### src/rtl/fpu_pkg.sv
// rtl/fpu_pkg.sv - shared float format fields, status codes and field-slice helpers
package fpu_pkg;

  localparam int EXP_W = 10;
  localparam int MAN_W = 21;
  localparam int BIAS  = 511;
  localparam int FP_W  = 1 + EXP_W + MAN_W;

  typedef enum logic [3:0] {
    EXACT     = 4'd0,
    INEXACT   = 4'd1,
    UNDERFLOW = 4'd2,
    OVERFLOW  = 4'd3
  } status_t;

  function automatic logic fp_sign(input logic [FP_W-1:0] w);
    return w[FP_W-1];
  endfunction

  function automatic logic [EXP_W-1:0] fp_exp(input logic [FP_W-1:0] w);
    return w[FP_W-2 -: EXP_W];
  endfunction

  function automatic logic [MAN_W-1:0] fp_man(input logic [FP_W-1:0] w);
    return w[MAN_W-1:0];
  endfunction

endpackage

### src/rtl/fp_unpack.sv
// rtl/fp_unpack.sv - combinational float field split, classification and shift amount
module fp_unpack
  import fpu_pkg::*;
#(
  parameter int FRAC_BITS = 16,
  parameter int K_W       = 12
) (
  input  logic [FP_W-1:0]       fp,
  output logic                  sign,
  output logic [MAN_W:0]        sig,
  output logic                  exp_zero,
  output logic                  exp_max,
  output logic                  nonzero,
  output logic signed [K_W-1:0] k
);

  logic [EXP_W-1:0] exp_f;
  logic [MAN_W-1:0] man_f;

  assign exp_f    = fp_exp(fp);
  assign man_f    = fp_man(fp);
  assign sign     = fp_sign(fp);
  assign sig      = {1'b1, man_f};
  assign exp_zero = (exp_f == '0);
  assign exp_max  = (exp_f == '1);
  assign nonzero  = (exp_f != '0) || (man_f != '0);
  // k is the left-shift distance from the raw significand to the Q.FRAC_BITS magnitude
  assign k = $signed({{(K_W-EXP_W){1'b0}}, exp_f}) - $signed(K_W'(BIAS + MAN_W - FRAC_BITS));

endmodule

### src/rtl/fp_to_fixed_decoder.sv
// rtl/fp_to_fixed_decoder.sv - iterative float to fixed-point converter, ROUND_NEAREST_EN selects round-to-nearest-even
module fp_to_fixed_decoder
  import fpu_pkg::*;
#(
  parameter int OUT_W      = 32,
  parameter int FRAC_BITS  = 16,
  parameter int MAX_RSHIFT = 24
) (
  input  logic             clock_100Khz,
  input  logic             reset,
  input  logic [31:0]      fp_in,
  input  logic             in_valid,
  output logic             in_ready,
  output logic [OUT_W-1:0] fix_out,
  output logic [3:0]       status_out,
  output logic             out_valid,
  input  logic             out_ready
);

  localparam int K_W = 12;
  localparam int N_W = 8;
  localparam logic signed [K_W-1:0] OVF_K    = K_W'(OUT_W - 1 - MAN_W);
  localparam logic signed [K_W-1:0] MAX_RS_K = K_W'(MAX_RSHIFT);
  localparam logic [OUT_W-1:0]      SAT_MAG  = {1'b0, {(OUT_W-1){1'b1}}};

  typedef enum logic [2:0] {IDLE, CLASSIFY, SHIFT, PACK, DONE} state_t;

  state_t           state;
  logic [31:0]      fp_q;
  logic [OUT_W-1:0] mag;
  logic [N_W-1:0]   n;
  logic             dir_left;
  logic             sticky;
  logic             sat;
  logic             neg;
  logic             nonzero_q;
  status_t          status_q;
`ifdef ROUND_NEAREST_EN
  logic             guard;
`endif

  logic                  u_sign;
  logic [MAN_W:0]        u_sig;
  logic                  u_exp_zero;
  logic                  u_exp_max;
  logic                  u_nonzero;
  logic signed [K_W-1:0] u_k;

  fp_unpack #(.FRAC_BITS(FRAC_BITS), .K_W(K_W)) u_unpack (
    .fp       (fp_q),
    .sign     (u_sign),
    .sig      (u_sig),
    .exp_zero (u_exp_zero),
    .exp_max  (u_exp_max),
    .nonzero  (u_nonzero),
    .k        (u_k)
  );

  assign in_ready   = (state == IDLE);
  assign status_out = status_q;

  logic signed [K_W-1:0] neg_k;
  logic [N_W-1:0]        n_right;

  // right-shift step count, clamped since further shifts only discard bits
  always_comb begin
    neg_k   = -u_k;
    n_right = (neg_k > MAX_RS_K) ? N_W'(MAX_RSHIFT) : N_W'(neg_k);
  end

  logic [OUT_W-1:0] mag_rnd;
  logic             inexact;
  status_t          status_next;
  logic [OUT_W-1:0] fix_next;

  // rounding, status priority and sign/saturation applied to the final magnitude
  always_comb begin
`ifdef ROUND_NEAREST_EN
    mag_rnd = mag + OUT_W'(guard & (sticky | mag[0]));
    inexact = guard | sticky;
`else
    mag_rnd = mag;
    inexact = sticky;
`endif
    status_next = EXACT;
    if (sat)                            status_next = OVERFLOW;
    else if (nonzero_q && mag_rnd == '0) status_next = UNDERFLOW;
    else if (inexact)                   status_next = INEXACT;
    if (sat) fix_next = neg ? -SAT_MAG : SAT_MAG;
    else     fix_next = neg ? -mag_rnd : mag_rnd;
  end

  // conversion state machine with registered outputs
  always_ff @(posedge clock_100Khz or negedge reset) begin
    if (!reset) begin
      state     <= IDLE;
      fp_q      <= '0;
      mag       <= '0;
      n         <= '0;
      dir_left  <= 1'b0;
      sticky    <= 1'b0;
      sat       <= 1'b0;
      neg       <= 1'b0;
      nonzero_q <= 1'b0;
      fix_out   <= '0;
      status_q  <= EXACT;
      out_valid <= 1'b0;
`ifdef ROUND_NEAREST_EN
      guard     <= 1'b0;
`endif
    end else begin
      case (state)
        IDLE: begin
          if (in_valid) begin
            fp_q   <= fp_in;
            mag    <= '0;
            n      <= '0;
            sticky <= 1'b0;
            sat    <= 1'b0;
`ifdef ROUND_NEAREST_EN
            guard  <= 1'b0;
`endif
            state  <= CLASSIFY;
          end
        end
        CLASSIFY: begin
          neg       <= u_sign;
          nonzero_q <= u_nonzero;
          if (u_exp_max || u_k >= OVF_K) begin
            sat   <= 1'b1;
            state <= PACK;
          end else if (u_exp_zero) begin
            mag   <= '0;
            n     <= '0;
            state <= PACK;
          end else if (!u_k[K_W-1]) begin
            mag      <= OUT_W'(u_sig);
            dir_left <= 1'b1;
            n        <= N_W'(u_k);
            state    <= (u_k == '0) ? PACK : SHIFT;
          end else begin
            mag      <= OUT_W'(u_sig);
            dir_left <= 1'b0;
            n        <= n_right;
            state    <= SHIFT;
          end
        end
        SHIFT: begin
          if (dir_left) begin
            mag <= mag << 1;
          end else begin
            mag <= mag >> 1;
`ifdef ROUND_NEAREST_EN
            guard  <= mag[0];
            sticky <= sticky | guard;
`else
            sticky <= sticky | mag[0];
`endif
          end
          n <= n - N_W'(1);
          if (n == N_W'(1)) state <= PACK;
        end
        PACK: begin
          fix_out   <= fix_next;
          status_q  <= status_next;
          out_valid <= 1'b1;
          state     <= DONE;
        end
        DONE: begin
          if (out_ready) begin
            out_valid <= 1'b0;
            state     <= IDLE;
          end
        end
        default: state <= IDLE;
      endcase
    end
  end

endmodule

### config.mk
export PLATFORM = sky130hd
export DESIGN_NAME = fp_to_fixed_decoder
export DESIGN_NICKNAME = d
export VERILOG_FILES = /design/src/rtl/fpu_pkg.sv /design/src/rtl/fp_unpack.sv /design/src/rtl/fp_to_fixed_decoder.sv
export SDC_FILE = /design/constraint.sdc
export NUM_CORES = 1
export LEC_CHECK = 0
export ABC_AREA = 1
export BUFFER_PORTS_ARGS = -buffer_cell sky130_fd_sc_hd__clkbuf_2
export CAP_MARGIN = 20
export CORE_UTILIZATION = 64
export DETAILED_ROUTE_END_ITERATION = 8
export GPL_ROUTABILITY_DRIVEN = 0
export PLACE_DENSITY = 0.88
export SKIP_CTS_REPAIR_TIMING = 1
export SLEW_MARGIN = 20
export SYNTH_ARGS = -nofsm -noshare
export SYNTH_HDL_FRONTEND = slang
export SYNTH_SLANG_ARGS = --single-unit
### constraint.sdc
create_clock -name clock_100Khz -period 6.14 [get_ports clock_100Khz]
set_clock_uncertainty 0.2 [all_clocks]
set_input_delay 0.614 -clock clock_100Khz [delete_from_list [all_inputs] [get_ports clock_100Khz]]
set_output_delay 0.614 -clock clock_100Khz [all_outputs]
set_load 0.03 [all_outputs]
==> run summary <==
status: finished, final reports clean
combinational share of power: 0.510
worst-margin pin slew: 1.021 ns
clock sinks: 115
Initial Util: 0.6585
DR vias: 6228
Sw Share: 0.5017
initial antenna violation count: 0
cts bufs inserted: 17
Fin Setup TNS: 0 ns
Worst-path clk slew: 0.06 ns
CTS H-tree lvls: 4
CP max FO: 52
Slew HR: 0.3185
Avg Synthesized Cell Area: 7.680 um^2
Fin. Hold Viols: 0
Synth top area share: 0.4471
Setup CP Type: reg2reg
FMAX: 314.8 MHz
ANT cells: 0
crit path DAT: 3.36 ns
Antenna Nets Post-Route: 0
crit path to: mag[24]$_DFFE_PN0P_
RSZ-0062 raised after global routing: no
Nets: 944
gr ovfl total: 0
first-pass GRT wire length: 27860 um
CP Depth: 14
Slowest cell on crit path: dfrtp_1
PD cells: 632.2 nW/um^2
synthesized area: 6436 um^2
PortBufs: 71
Total Wirelength: 16960 um
Netlist cell types: 44
chip width: 102.3 um
Slew Limit Fails: 0
CP cell instances: inv_2, ha_1, inv_1, nand2_1, nand2_1, nor3_1, nand3_1, nand2_1, nand2_2, a21oi_4, buf_4, inv_2, nand2_1, o221ai_1
R2R Path Start: fp_q[23]$_DFFE_PN0P_
Reg2Reg Depth: 14
DRC violation count after routing: 0
worst skew pair latency: 0.54 ns
core area: 9774 um^2
hpwl dp: 11360 um
sequential group share of total power: 0.293
drt wl/cell: 16.25 um
internal power: 2.334 mW
max-cap violation count: 0
CP required: 6.33 ns
CP bufs+invs: 4
P&R area growth vs syn: 15.09%
Finished Cell Area: 7407 um^2
vias per cell: 5.966
Pleak: 3.513 nW
CP startpoint kind: register
I/O Pins: 74
final setup violation count: 0
cell count after synthesis: 838
largest cells by area after synthesis: dfrtp_1 (45%), nand2_1 (12%), o21ai_0 (9.4%)
Clock Tree Root: clkbuf_8
Crit path largest cell delay: 0.47 ns
Hold Crit Class: in2reg
sequential area share after synthesis: 0.4471
r2r setup slk: 2.96 ns
CTS tree: yes
Worst IR Drop VDD: 280.7 uV
Die H: 102.3 um
largest net degree at the start of global routing: 69
yosys warns: 0
fillers: 686
delay-heaviest family, CP: buffers and inverters
source of the critical timing path: fp_q[23]$_DFFE_PN0P_
first-pass iteration count of the detailed router: 8
Longest Clk Path Bufs: 2
FF+latch count, synth: 115
Worst Setup End Kind: register
Rows: 36
vias in the first global route: 5908
Synth area leader: dfrtp_1
final period utilization: 0.5173
Tmin final: 3.176 ns
Psw: 2.350 mW
gr usage total: 0.3486
fraction of layout cells with a size suffix above 1: 0.1416
dpl cell area: 6837 um^2
die area: 10460 um^2
most frequent CP cell: nand2_1
power share of the clock group: 0.197
Hold WS: 0.07689 ns
reg2reg end: mag[24]$_DFFE_PN0P_
Initial DRC Count: 793
-- cells by family after synthesis --
group,count (synthesis),share of synthesized area
AO/OA/AOI/OAI,198,0.1785
XOR/XNOR,25,0.03402
adder cells (fa/ha/maj),10,0.01944
buffers and inverters,135,0.08281
flip-flops,115,0.4471
other,1,0.0005826
AND/OR/NAND/NOR,354,0.2376
-- cell usage in the layout, fill, tap and decap left out, drive strengths merged, types with 2 or more instances in the layout --
cell	netlist	routed
nand4	15	15
nand3b	5	5
nor2	62	62
inv	98	100
nand2	213	213
nand3	37	37
a21oi	29	29
nor3	14	14
ha	10	10
o21ai	124	124
clkinv	0	5
clkinvlp	0	6
clkbuf	23	88
o221ai	10	10
a22oi	20	20
o22ai	3	3
o31ai	2	2
xor2	24	24
buf	14	6
o211ai	2	2
dfrtp	115	115
conb	1	2
nor4	7	7
-- Yosys cell counts (all sizes together) --
cell type and count:
buf 14, nand4 15, o21ai 124, o211ai 2, a31oi 1, conb 1, o31ai 2, or2 1
o22a 1, nor3 14, a21oi 29, dfrtp 115, nand3 37, a22oi 20, a21boi 1, o311ai 1
clkbuf 23, o41ai 1, nor4 7, a211oi 1, ha 10, o22ai 3, nand3b 5, a21o 1
xor2 24, o221ai 10, nand2 213, nor2 62, o21a 1, xnor2 1, inv 98
-- power by group through the flow --
stage | sequential (mW) | clock, mW | combinational (mW)
finish | 1.37 | 0.925 | 2.39
global route | 1.41 | 0.960 | 2.66
CTS | 1.36 | 0.928 | 2.35
detailed placement | 1.37 | 0 | 2.30
global placement | 1.34 | 0 | 2.21
floorplan | 1.50 | 0 | 1.59
-- layer usage --
layer  part of all wire  global-route usage  vias to the layer above  wire, um
li1                   -                   -                     2890         -
met2               0.48              0.5710                      377      8161
met5                  0                   0                        -         0
met3              0.080             0.08208                       66      1352
met1               0.41              0.4374                     2895      6901
met4              0.032              0.1659                        0       545
-- tightest hold or removal path: cells and delay by family --
family | cells | cell delay, ns
buffers and inverters | 1 | 0.07
and+or+nand+nor | 2 | 0.09
-- how the worst min path moves through the flow --
stage / from / end / slack (ns) / cells after the start
floorplan: reset / dir_left$_DFFE_PN0P_ / 0.12 / 0
global placement: out_valid$_DFFE_PN0P_ / out_valid$_DFFE_PN0P_ / 0.26 / 1
detailed placement: fix_out[13]$_DFFE_PN0P_ / fix_out[13]$_DFFE_PN0P_ / 0.27 / 2
CTS: reset / fix_out[4]$_DFFE_PN0P_ / -0.1 / 1
global route: fp_in[28] / fp_q[28]$_DFFE_PN0P_ / 0.08 / 3
finish: fp_in[28] / fp_q[28]$_DFFE_PN0P_ / 0.08 / 3
-- cell type report --
class                   instances  area (um^2)  share of cell area
multi-input cells             589         3029              0.4090
flip-flops and latches        115         2878              0.3885
clock buffers                  18        427.9             0.05777
repair buffers                 77        405.4             0.05473
inverters                      98        367.9             0.04966
well taps                     133        166.4             0.02247
clock inverters                14        132.6             0.01791
-- state kept, by name (all words and copies together) (netlist names) --
signal and flops:
dir_left 1, fix_out 32, fp_q 32, inexact 1, mag 32, n 8, neg 1, nonzero_q 1
out_valid 1, sat 1, state 3, status_out 2
-- per-stage QoR --
step             util  worst slack, ns  instances  total power [mW]
6_report       0.7578            2.964       1044             4.683
5_1_grt        0.7578            2.671       1044             5.028
4_1_cts        0.7568            3.022       1043             4.633
3_5_place_dp   0.6994            3.039       1011             3.666
3_3_place_gp   0.6994            3.228       1011             3.554
2_1_floorplan       -            3.771        839             3.082
(Power assumes the default switching activity.)
